===== src/rtl/uart_rx.sv =====
// 8N1 UART receiver: 16x oversampled rx line to a valid/ack byte register with frame-error and overrun flags.
// Define UART_RX_PARITY_EN to add a parity bit (PARITY_ODD selects odd/even) and the rx_parity_err pulse.
module uart_rx #(
   parameter int DATA_BITS  = 8,
   parameter int OVERSAMPLE = 16
`ifdef UART_RX_PARITY_EN
  ,parameter int PARITY_ODD = 0
`endif
) (
   input  logic                 sys_clk,
   input  logic                 sys_rst_n,
   input  logic                 baud_tick,
   input  logic                 rx,
   input  logic                 rx_ack,
   output logic [DATA_BITS-1:0] rx_data,
   output logic                 rx_valid,
   output logic                 rx_frame_err,
   output logic                 rx_overrun,
   output logic                 rx_busy
`ifdef UART_RX_PARITY_EN
  ,output logic                 rx_parity_err
`endif
);

   localparam int TW = $clog2(OVERSAMPLE);
   localparam int BW = (DATA_BITS > 1) ? $clog2(DATA_BITS) : 1;
   localparam logic [TW-1:0] TMAX  = TW'(OVERSAMPLE - 1);
   localparam logic [TW-1:0] TMID  = TW'(OVERSAMPLE / 2 - 1);
   localparam logic [TW-1:0] TONE  = TW'(1);
   localparam logic [BW-1:0] BLAST = BW'(DATA_BITS - 1);

   typedef enum logic [2:0] {IDLE, START, DATA, PARITY, STOP, BREAK} state_t;

   state_t                 state_q;
   logic [1:0]             sync_q;
   logic [TW-1:0]          tcnt_q;
   logic [BW-1:0]          bcnt_q;
   logic [DATA_BITS-1:0]   shift_q;
   logic [DATA_BITS-1:0]   data_q;
   logic                   valid_q;
   logic                   ferr_q;
   logic                   ovr_q;
   logic                   busy_q;
   logic                   rx_s;
   logic                   frame_ok;
`ifdef UART_RX_PARITY_EN
   localparam logic PAR_ODD = PARITY_ODD[0];
   logic                   par_bad_q;
   logic                   perr_q;
   assign rx_parity_err = perr_q;
`endif

   assign rx_s         = sync_q[1];
   assign rx_data      = data_q;
   assign rx_valid     = valid_q;
   assign rx_frame_err = ferr_q;
   assign rx_overrun   = ovr_q;
   assign rx_busy      = busy_q;

   // A frame completes on the stop-sample tick with a good stop bit (and good parity when enabled).
   always_comb begin
      frame_ok = baud_tick && (state_q == STOP) && (tcnt_q == TMAX) && rx_s;
`ifdef UART_RX_PARITY_EN
      frame_ok = frame_ok && !par_bad_q;
`endif
   end

   // Reset parks the FSM in BREAK so a line held low across reset cannot start a frame.
   always_ff @(posedge sys_clk or negedge sys_rst_n) begin
      if (!sys_rst_n) begin
         sync_q    <= 2'b11;
         state_q   <= BREAK;
         tcnt_q    <= '0;
         bcnt_q    <= '0;
         shift_q   <= '0;
         ferr_q    <= 1'b0;
         busy_q    <= 1'b0;
`ifdef UART_RX_PARITY_EN
         par_bad_q <= 1'b0;
         perr_q    <= 1'b0;
`endif
      end else begin
         sync_q <= {sync_q[0], rx};
         ferr_q <= 1'b0;
`ifdef UART_RX_PARITY_EN
         perr_q <= 1'b0;
`endif
         if (baud_tick) begin
            tcnt_q <= tcnt_q + 1'b1;
            case (state_q)
               IDLE: begin
                  if (!rx_s) begin
                     state_q <= START;
                     tcnt_q  <= TONE;
                     busy_q  <= 1'b1;
`ifdef UART_RX_PARITY_EN
                     par_bad_q <= 1'b0;
`endif
                  end
               end
               START: begin
                  if (tcnt_q == TMID) begin
                     if (!rx_s) begin
                        state_q <= DATA;
                        tcnt_q  <= '0;
                        bcnt_q  <= '0;
                     end else begin
                        state_q <= IDLE;
                        busy_q  <= 1'b0;
                     end
                  end
               end
               DATA: begin
                  if (tcnt_q == TMAX) begin
                     shift_q <= {rx_s, shift_q[DATA_BITS-1:1]};
                     if (bcnt_q == BLAST) begin
`ifdef UART_RX_PARITY_EN
                        state_q <= PARITY;
`else
                        state_q <= STOP;
`endif
                     end else begin
                        bcnt_q <= bcnt_q + 1'b1;
                     end
                  end
               end
`ifdef UART_RX_PARITY_EN
               PARITY: begin
                  if (tcnt_q == TMAX) begin
                     par_bad_q <= ((^shift_q) ^ rx_s) != PAR_ODD;
                     perr_q    <= ((^shift_q) ^ rx_s) != PAR_ODD;
                     state_q   <= STOP;
                  end
               end
`endif
               STOP: begin
                  if (tcnt_q == TMAX) begin
                     if (rx_s) begin
                        state_q <= IDLE;
                        busy_q  <= 1'b0;
                     end else begin
                        ferr_q  <= 1'b1;
                        state_q <= BREAK;
                     end
                  end
               end
               BREAK: begin
                  if (rx_s) begin
                     state_q <= IDLE;
                     busy_q  <= 1'b0;
                  end
               end
               default: state_q <= BREAK;
            endcase
         end
      end
   end

   // Holding register handshake runs every cycle, independent of baud_tick.
   always_ff @(posedge sys_clk or negedge sys_rst_n) begin
      if (!sys_rst_n) begin
         data_q  <= '0;
         valid_q <= 1'b0;
         ovr_q   <= 1'b0;
      end else if (frame_ok) begin
         if (!valid_q || rx_ack) begin
            data_q  <= shift_q;
            valid_q <= 1'b1;
            ovr_q   <= 1'b0;
         end else begin
            ovr_q   <= 1'b1;
         end
      end else if (rx_ack && valid_q) begin
         valid_q <= 1'b0;
         ovr_q   <= 1'b0;
      end
   end

endmodule


===== config.mk =====
export PLATFORM = sky130hd
export DESIGN_NAME = uart_rx
export DESIGN_NICKNAME = d
export VERILOG_FILES = /design/src/rtl/uart_rx.sv
export SDC_FILE = /design/constraint.sdc
export NUM_CORES = 1
export LEC_CHECK = 0
export ABC_AREA = 1
export BUFFER_PORTS_ARGS = -buffer_cell sky130_fd_sc_hd__clkbuf_2
export CAP_MARGIN = 20
export CORE_UTILIZATION = 55
export DETAILED_ROUTE_END_ITERATION = 16
export PLACE_DENSITY = 0.81
export SYNTH_ARGS = -nofsm -noshare
export SYNTH_HDL_FRONTEND = slang
export SYNTH_SLANG_ARGS = --single-unit

===== constraint.sdc =====
create_clock -name sys_clk -period 1.6 [get_ports sys_clk]
set_input_delay 0.4 -clock sys_clk [delete_from_list [all_inputs] [get_ports sys_clk]]
set_output_delay 0.4 -clock sys_clk [all_outputs]
set_load 0.02 [all_outputs]

==> qor.yml <==
dieHeight_microns: 55.2
rows: 18
p_sw_uw: 883
clock.fmax_ghz: 0.655
r2r_cells: 7
grt_overflow_total: 0
insertion_delay_ns: 0.33
wl_mm: 3.05
place.gp.congestion: 0.848
clockBufferDepth: 2
antennaDiodeCount: 0
drive_gt1_share_pct: 26.1
tightest_slew_ns: 0.808
cap_viol_max_count: 0
fin_cells: 237
final_hold_viol_count: 0
finish.instance_area_sq_um: 1770
fin_skew_ns: 0.00541
period_share_pct: 95.4
syn_nets: 188
power.total_uw: 2330
critPathKind: "reg -> reg"
cts.sinks: 32
grt_setup_unrepaired: "false"
cts_hold_buf: 0
cts-root-buf: "clkbuf_4"
clock_power_share_pct: 20.3
swShare_pct: 37.9
io_buffers: 16
r2r_setup_slack_ns: 0.07
netlist_area_sq_um: 1560
vias: 1299
place_hpwl_mm: 2.16
die_area_sq_um: 3050
pwr-share-comb_pct: 32.3
placed_cell_area_sq_um: 1640
tns_ns: 0
power.leakage_uw: 0.000952
drc: 0
outcome: "completed"
crit_required_ns: 1.87
clkTransAtPathRegs_ns: 0.09
r2r-start: "tcnt_q[0]"
path_max_fanout: 6
grt_pass1_wl_mm: 5.13
timing.slew.headroom_pct: 45.9
first_iter_violations: 71
viasPerCell: 5.48
antenna_found_initial: 0
synth_top_area_share_pct: 44.9
p_per_area_nw_per_um2: 1310
ys_seq_area_share_pct: 51.7
worst_setup_path_end_kind: "flip-flop"
peakVddDrop_mv: 1.10
p_int_uw: 1450
min_path_type: "in -> async"
die_w_microns: 55.2
synth_warnings: 0
setup_violations: 0
synthToLayoutAreaGrowth_pct: 13.7
cts_tree: "built"
synth_seq_cells: 32
final.min_clock_period_ns: 1.53
setup.worst_path.start_class: "flip-flop"
drv_slew: 0
synth_area_leaders: "dfrtp_1 (45%), nand2_1 (13%), dfstp_2 (6.7%)"
netlist_instances: 180
cts_buffers: 5
grt_pass1_vias: 1224
placedCellCount: 222
nets: 214
ant_nets: 0
r2r-end: "rx_data[2]"
yosys.area.top_type: "dfrtp_1"
h-tree-depth: 2
p_seq_share_pct: 47.4
core_area_sq_um: 2570
wire_per_inst_microns: 12.9
grt_usage_pct: 21.4
synth_cell_type_count: 25
first_pass_iters: 4
io_pins: 17
grt_max_degree: 33
start_util_pct: 60.7
avgSynthCellArea_sq_um: 8.66
arrival_ns: 1.79
==> what timing repair did <==
item / in CTS / in global routing
gates resized for setup: 0 / 3
setup endpoints to repair: 0 / 12
setup buffers: 0 / 5
==> how the worst max path moves through the flow <==
| stage | start | endpoint | slack, ns | cells past startpoint |
|---|---|---|---|---|
| after global routing | tcnt_q[0] | rx_data[2] | 0.0006 | 7 |
| after floorplan | tcnt_q[0] | rx_data[0] | 0.24 | 7 |
| final | tcnt_q[0] | rx_data[2] | 0.07 | 7 |
| after detailed placement | tcnt_q[0] | rx_data[2] | 0.04 | 7 |
| after global placement | tcnt_q[0] | rx_data[5] | 0.13 | 7 |
| after CTS | tcnt_q[0] | rx_data[2] | 0.007 | 7 |
==> critical path, stage by stage, from the launching register on <==
cell	delay, ns
dfrtp_1	0.42
ha_4	0.18
nand3_4	0.10
nor2_4	0.21
nand4_4	0.19
nor2_4	0.20
nand2_1	0.08
nand2_1	0.08
==> placed cells by master, fill, tap and decap left out, types with 2 or more instances in the layout <==
cell,n
nand3_1,11
dfrtp_1,28
nand2_1,54
clkbuf_1,2
buf_4,7
dfstp_2,4
ha_1,2
a21oi_1,8
o21ai_1,15
inv_2,6
clkbuf_4,5
nand2_2,2
inv_1,8
nor2_4,4
nand4_1,5
nor2_1,17
nor2_2,2
clkbuf_2,16
==> metal layers <==
| metal | vias up | GRT usage (%) | routed length [microns] |
|---|---|---|---|
| met2 | 40 | 35.5 | 1410 |
| li1 | 648 | - | - |
| met4 | 0 | 10.4 | 86 |
| met3 | 11 | 4.92 | 155 |
| met1 | 600 | 26.3 | 1390 |
| met5 | - | 0 | 0 |
==> flip-flops by register name, indices dropped and copies added, names as in the netlist <==
register,cells
rx_overrun,1
sync_q,2
rx_valid,1
state_q,3
rx_data,8
tcnt_q,4
rx_busy,1
bcnt_q,3
shift_q,8
rx_frame_err,1
==> power by group through the flow <==
stage	Combinational, uW	Clock, uW	Sequential (uW)
floorplan	573	0	1030
global placement	603	0	1110
detailed placement	632	0	1120
CTS	634	487	1100
global route	853	521	1120
finish	752	474	1100
==> layout make-up <==
cell class | count | area, sq um
clock buffer | 8 | 58.8
inverter | 14 | 52.6
fill | 219 | 795
timing repair buffer | 23 | 133
sequential | 32 | 806
tap | 30 | 37.5
multi-input combinational | 130 | 686
==> per-stage QoR <==
| stage | util, % | hold slack (ns) | setup slack, ns |
|---|---|---|---|
| 6_report | 69.1 | 0.0782 | 0.0740 |
| 5_1_grt | 69.1 | 0.116 | 0.000649 |
| 4_1_cts | 66.2 | 0.0754 | 0.00673 |
| 3_5_place_dp | 63.9 | 0.348 | 0.0387 |
| 3_3_place_gp | 63.9 | 0.346 | 0.126 |
| 2_1_floorplan | - | 0.104 | 0.239 |
==> synthesized netlist by cell type <==
cell type / number
inv_1: 8
buf_2: 2
o21ai_2: 1
inv_2: 6
nand3_1: 11
nor2_4: 3
dfstp_2: 4
nand4_1: 5
nand2_1: 54
o21ai_0: 1
nand3_2: 1
a21oi_1: 8
o21ai_1: 15
buf_4: 1
nor2_2: 2
nand2_2: 2
ha_1: 3
nand3_4: 1
nor3_1: 1
buf_6: 3
a21oi_2: 1
xor2_1: 1
dfrtp_1: 28
nand4_4: 1
nor2_1: 17
==> cells by family (layout without fill, tap and decap cells) <==
logic type / after synthesis / in the layout / synth area share [%]
buffers and inverters: 20 / 45 / 6.66
adders and majority gates: 3 / 3 / 2.41
DFF: 32 / 32 / 51.7
and+or+nand+nor: 98 / 100 / 29.9
AOI/OAI and AO/OA: 26 / 26 / 8.83
xor gates and xnor gates: 1 / 1 / 0.562
Note: power is estimated with default switching activity, not from simulation.
